## src/rtl/pipe_ctrl_pkg.sv

```systemverilog
// Shared constants and types for the pipeline controller: stop/no-stop levels,
// MEM-stage exception codes, FSM state encodings and per-depth stall patterns.
`ifndef PIPE_CTRL_DEFINES
`define PIPE_CTRL_DEFINES
`define STOP            1'b1
`define NOSTOP          1'b0
`define EXC_CODE_WIDTH  5
`define EC_NONE         5'h00
`define EC_SYSCALL      5'h08
`define EC_OVERFLOW     5'h0c
`define EC_ERET         5'h0e
`define ST_RUN          2'b00
`define ST_FLUSH        2'b01
`define ST_RECOVER      2'b10
`endif

package pipe_ctrl_pkg;

    typedef enum logic [1:0] {
        RUN     = `ST_RUN,
        FLUSH   = `ST_FLUSH,
        RECOVER = `ST_RECOVER
    } state_e;

    typedef logic [`EXC_CODE_WIDTH-1:0] exc_code_t;

    // Stall vectors, bit0 = PC ... bit5 = WB; a stopped stage also stops everything upstream.
    localparam logic [5:0] STALL_NONE = {6{`NOSTOP}};
    localparam logic [5:0] STALL_IF   = {{4{`NOSTOP}}, {2{`STOP}}};
    localparam logic [5:0] STALL_ID   = {{3{`NOSTOP}}, {3{`STOP}}};
    localparam logic [5:0] STALL_EX   = {{2{`NOSTOP}}, {4{`STOP}}};
    localparam logic [5:0] STALL_MEM  = {`NOSTOP, {5{`STOP}}};

endpackage

```

## src/rtl/stall_wdog.sv

```systemverilog
// Consecutive-stall watchdog: counts cycles with any stage stopped and raises a
// sticky timeout once the run length reaches LIMIT. Built only with PIPE_CTRL_WDOG_EN.
module stall_wdog #(
    parameter int LIMIT = 255
) (
    input  logic clk,
    input  logic rst,
    input  logic stall_active,
    output logic stall_timeout
);

    localparam logic [7:0] LIMIT_C = 8'(LIMIT);

    logic [7:0] cnt_q, cnt_d;
    logic       timeout_q, timeout_d;

    // NOTE: every variable gets a default before any branch, so no path leaves it unassigned (no latch).
    always_comb begin
        cnt_d     = 8'd0;
        timeout_d = timeout_q;
        if (stall_active) begin
            cnt_d = (cnt_q == LIMIT_C) ? cnt_q : cnt_q + 8'd1;
            if (cnt_d == LIMIT_C) begin
                timeout_d = 1'b1;
            end
        end
    end

    // NOTE: state registers use non-blocking assignments so all flops update together at the edge.
    always_ff @(posedge clk or posedge rst) begin
        if (rst) begin
            cnt_q     <= 8'd0;
            timeout_q <= 1'b0;
        end else begin
            cnt_q     <= cnt_d;
            timeout_q <= timeout_d;
        end
    end

    assign stall_timeout = timeout_q;

endmodule

```

## src/rtl/pipe_ctrl.sv

```systemverilog
// Pipeline controller: priority stall encoder plus RUN/FLUSH/RECOVER exception FSM.
// Define PIPE_CTRL_WDOG_EN to build in the consecutive-stall watchdog (stall_wdog).
module pipe_ctrl
    import pipe_ctrl_pkg::*;
#(
    parameter logic [31:0] EXC_VECTOR = 32'hBFC00380,
    parameter int          WDOG_LIMIT = 255
) (
    input  logic                       clk,
    input  logic                       rst,
    input  logic                       stallreq_if,
    input  logic                       stallreq_id,
    input  logic                       stallreq_ex,
    input  logic                       stallreq_mem,
    input  logic [`EXC_CODE_WIDTH-1:0] exc_code_i,
    input  logic [31:0]                exc_pc_i,
    output logic [5:0]                 stall,
    output logic                       flush,
    output logic [31:0]                new_pc,
    output logic [31:0]                epc_o,
    output logic                       busy,
    output logic                       stall_timeout
);

    if (WDOG_LIMIT < 1 || WDOG_LIMIT > 255) begin : g_bad_wdog_limit
        $error("pipe_ctrl: WDOG_LIMIT must fit the 8-bit watchdog counter (1..255)");
    end

    state_e      state_q, state_d;
    logic [31:0] epc_q, epc_d;
    logic [5:0]  stall_req;
    logic [5:0]  stall_c;
    logic        flush_c;
    logic [31:0] new_pc_c;

    always_comb begin
        stall_req = STALL_NONE;
        if (stallreq_mem) begin
            stall_req = STALL_MEM;
        end else if (stallreq_ex) begin
            stall_req = STALL_EX;
        end else if (stallreq_id) begin
            stall_req = STALL_ID;
        end else if (stallreq_if) begin
            stall_req = STALL_IF;
        end
    end

    // Exceptions are only accepted in RUN; FLUSH carries wrong-path state and is ignored.
    always_comb begin
        state_d  = state_q;
        epc_d    = epc_q;
        stall_c  = STALL_NONE;
        flush_c  = 1'b0;
        new_pc_c = 32'h0;
        case (state_q)
            RUN: begin
                if (exc_code_i != `EC_NONE) begin
                    flush_c = 1'b1;
                    state_d = FLUSH;
                    if (exc_code_i == `EC_ERET) begin
                        new_pc_c = epc_q;
                    end else begin
                        new_pc_c = EXC_VECTOR;
                        epc_d    = exc_pc_i;
                    end
                end else begin
                    stall_c = stall_req;
                end
            end
            FLUSH: begin
                state_d = RECOVER;
            end
            RECOVER: begin
                stall_c = stall_req;
                state_d = RUN;
            end
            default: begin
                state_d = RUN;
            end
        endcase
    end

    always_ff @(posedge clk or posedge rst) begin
        if (rst) begin
            state_q <= RUN;
            epc_q   <= 32'h0;
        end else begin
            state_q <= state_d;
            epc_q   <= epc_d;
        end
    end

    // Reset forces all control outputs quiet even while requests are still asserted.
    assign stall  = rst ? STALL_NONE : stall_c;
    assign flush  = rst ? 1'b0 : flush_c;
    assign new_pc = rst ? 32'h0 : new_pc_c;
    assign busy   = !rst && (state_q != RUN);
    assign epc_o  = epc_q;

`ifdef PIPE_CTRL_WDOG_EN
    stall_wdog #(
        .LIMIT(WDOG_LIMIT)
    ) u_stall_wdog (
        .clk          (clk),
        .rst          (rst),
        .stall_active (|stall),
        .stall_timeout(stall_timeout)
    );
`else
    assign stall_timeout = 1'b0;
`endif

endmodule
```

## config.mk

```make
export PLATFORM = sky130hd
export DESIGN_NAME = pipe_ctrl
export DESIGN_NICKNAME = d
export VERILOG_FILES = /design/src/rtl/pipe_ctrl_pkg.sv /design/src/rtl/stall_wdog.sv /design/src/rtl/pipe_ctrl.sv
export SDC_FILE = /design/constraint.sdc
export NUM_CORES = 1
export LEC_CHECK = 0
export CELL_PAD_IN_SITES_DETAIL_PLACEMENT = 1
export CELL_PAD_IN_SITES_GLOBAL_PLACEMENT = 1
export CORE_MARGIN = 2
export CORE_UTILIZATION = 32
export DETAILED_ROUTE_END_ITERATION = 12
export GPL_TIMING_DRIVEN = 1
export PLACE_DENSITY_LB_ADDON = 0.1
export SETUP_SLACK_MARGIN = 0.4
export SYNTH_ARGS = -nofsm -noshare
export SYNTH_HDL_FRONTEND = slang
export SYNTH_SLANG_ARGS = --single-unit
```

## constraint.sdc

```tcl
create_clock -name clk -period 2.53 [get_ports clk]
set_input_delay 0.506 -clock clk [delete_from_list [all_inputs] [get_ports clk]]
set_output_delay 0.506 -clock clk [all_outputs]
set_load 0.02 [all_outputs]
```

==> flow_summary.yaml, run 1 <==
status:
  status: "finished clean"
global_route:
  met2_usage: 0.420
  met3_usage: 0.0477
  grt.total_usage: 0.255
  grt_pass1_vias: 3062
  grt_pass1_wl_um: 17000
  grt.overflow.total: 0
  antenna_found_initial: 0
  grt_use_met1: 0.345
  grt_max_degree: 38
  busiest_layer: "met2"
synthesis:
  synth_cells: 289
  yosysSeqAreaShare: 0.346
  synth_top_area_cell: "dfrtp_1"
  synth.area.top_cells: "dfrtp_1 35%, o21a_1 13%, o211ai_1 9.8%, a31oi_1 8.1%, nand3_1 6.5%"
  yosys_warnings: 0
  syn_area_um2: 2460
  synth-seq-cells: 34
  ys_types: 32
  yosysTopAreaCellShare: 0.346
  synth_area_per_cell_um2: 8.51
final_layout:
  multi_input_area_um2: 1500
  ff_latch_area_um2: 851
  nFillCells: 819
  final_layout_size_suffix_gt1_frac: 0.271
  final_area_um2: 4120
  fin_cells: 509
  finish.utilization: 0.562
  insertedDiodeCount: 0
  final_nets: 452
  syn_to_final_growth_pct: 67.6
die:
  fp.dieW_um: 91.7
  die_h_um: 91.7
  die_area_um2: 8400
  pin_count: 116
  rows: 31
  start_util: 0.336
  coreArea_um2: 7330
worst_setup_path:
  start_kind: "flop"
  criticalPathCategory: "reg -> out"
  cp-end-kind: "output port"
  r2r_cells: 7
  crit_path_max_incr_delay_ns: 0.41
  cp_max_fo: 5
  r2r-end: "epc_o[23]"
  crit_arrival_ns: 1.80
  critPathMostFrequentCell: "buf_6"
  cp_cell_sequence: "or2_4, a211oi_4, buf_6, buf_8, and3_4, buf_6"
  cp-endpoint: "new_pc[14]"
  cp_data_required_time_ns: 2.02
  r2r-start: "state_q[1]"
  cp-startpoint: "state_q[1]"
  r2r_setup_slack_ns: 0.96
  crit_path_top_delay_cell: "dfrtp_1"
pwr:
  pwr_density_cell_nw_per_um2: 1070
  power.leakage_nw: 1.64
  vdd_drop_max_v: 0.000445
timing:
  drv_slew: 0
  finClkSkew_ns: 0.00477
  setup_viol: 0
  finalCritPeriodShare: 0.910
  finalHoldViolCount: 0
  fmax_mhz: 434
  rsz0062_at_grt: "true"
  period_needed_ns: 2.30
  hold-worst-slack_ns: 0.603
clocking:
  clock_path_buffers: 2
  cts_tree: "yes"
  numCtsBuffers: 5
  root_buffer: "clkbuf_8"
  clk_pin_slew_ns: 0.08
  h-tree-depth: 2
  insertion_delay_ns: 0.29
  cts_sinks: 34
job:
  cap_violations: 0
route:
  drc_errors: 0
  routedWlPerCell_um: 20.7
  dr_total_vias: 2915
  ant_nets: 0
  drtIter0Drc: 150
  routed_wl_um: 10500
  avgViaCountPerCell: 5.73
  dr.pass1.iters: 4
worst_hold_path:
  worstHoldStart: "epc_o[11]"
  hold_class: "reg -> reg"
placement:
  numPortBuffers: 113
  postPlaceCellArea_um2: 3710
  gp_congestion: 0.761
  dpl.hpwl_um: 6230
  placed_cells: 484
-- synthesized netlist by cell type, drive strengths merged --
| master | count |
|---|---|
| dfrtp | 34 |
| nor4b | 1 |
| a2111oi | 1 |
| nand3 | 32 |
| a21o | 1 |
| a21oi | 1 |
| o211ai | 32 |
| and3 | 20 |
| nor3 | 2 |
| conb | 1 |
| clkinv | 1 |
| nor2b | 1 |
| and4bb | 1 |
| inv | 3 |
| and2 | 1 |
| nor4 | 2 |
| buf | 18 |
| a211oi | 1 |
| clkbuf | 22 |
| a31oi | 32 |
| nor2 | 3 |
| o21a | 44 |
| o21ai | 32 |
| nand2 | 1 |
| or2 | 1 |
| nand4bb | 1 |
-- power by group --
part | leakage [nW] | internal, mW | switching (mW)
sequential | 0.414 | 0.821 | 0.356
clock | 0.0482 | 0.220 | 0.212
combinational | 1.18 | 1.41 | 1.38
total | 1.64 | 2.45 | 1.95
-- per-stage QoR --
stage	setup TNS [ns]	setup WS, ns	power [mW]
floorplan	0	0.264	2.62
global placement	-14.90	-0.422	3.56
detailed placement	-16.02	-0.465	3.64
CTS	0	0.260	4.35
global route	0	0.135	4.70
finish	0	0.228	4.40
-- worst min path at each step --
stage                            to  slack, ns  cells after the start
final                     epc_o[11]       0.60                      2
after global routing       epc_o[8]       0.64                      2
after CTS                 epc_o[11]       0.61                      2
after detailed placement  epc_o[15]       0.59                      2
after global placement    epc_o[17]       0.57                      2
after floorplan            epc_o[0]       0.65                      1
-- cells by family (layout without fill, tap and decap cells) --
group           after synthesis  after routing  synth area share
other cells                   1              2           0.00152
simple gates                 66             66             0.159
compound gates              144            144             0.398
buf+inv                      44            164            0.0956
flops                        34             34             0.346
-- layout by cell type, fill, tap and decap left out, types with 12 or more instances in the layout --
cell             instances
buf_6                   35
and3_1                  12
o21a_1                  44
o21ai_0                 32
nand3_1                 32
buf_4                   35
clkdlybuf4s50_1         65
dfrtp_1                 34
a31oi_1                 32
o211ai_1                32
-- routing by layer --
layer / part of all wire / up-vias
li1: - / 1345
met1: 0.45 / 1461
met2: 0.48 / 99
met3: 0.053 / 10
met4: 0.013 / 0
met5: 0 / -
-- critical path: cells and delay by family (launching register included) --
family | cells | cell delay (ns)
AO/OA/AOI/OAI | 1 | 0.20
flip-flops | 1 | 0.41
AND/OR/NAND/NOR | 2 | 0.47
buffers and inverters | 3 | 0.42
-- flip-flops by register name, indices dropped and copies added, names as in the netlist --
register  count
epc_o        32
state_q       2
-- timing repair --
action,in CTS,in global routing
hold buffers,0,0
resized for setup,261,21
setup endpoints to repair,39,38
gates cloned,4,0
setup buffers,12,1
pin swaps,7,4
-- layout make-up --
type / instances / area share
Timing Repair Buffer: 152 / 0.373
Multi-Input combinational cell: 212 / 0.365
Sequential cell: 34 / 0.206
Tap cell: 99 / 0.0300
Clock buffer: 7 / 0.0209
Inverter: 4 / 0.00364
Clock inverter: 1 / 0.00121
Power figures use the tool's default switching activity.
==> inputs of run 2 (changes only) <==
--- a/config.mk
+++ b/config.mk
@@ -13,6 +13,7 @@
 export GPL_TIMING_DRIVEN = 1
 export PLACE_DENSITY_LB_ADDON = 0.1
 export SETUP_SLACK_MARGIN = 0.4
+export SLEW_MARGIN = 25
 export SYNTH_ARGS = -nofsm -noshare
 export SYNTH_HDL_FRONTEND = slang
 export SYNTH_SLANG_ARGS = --single-unit
==> results of run 2 <==
The final DEF is identical to that of run 1; final timing and power are the same.
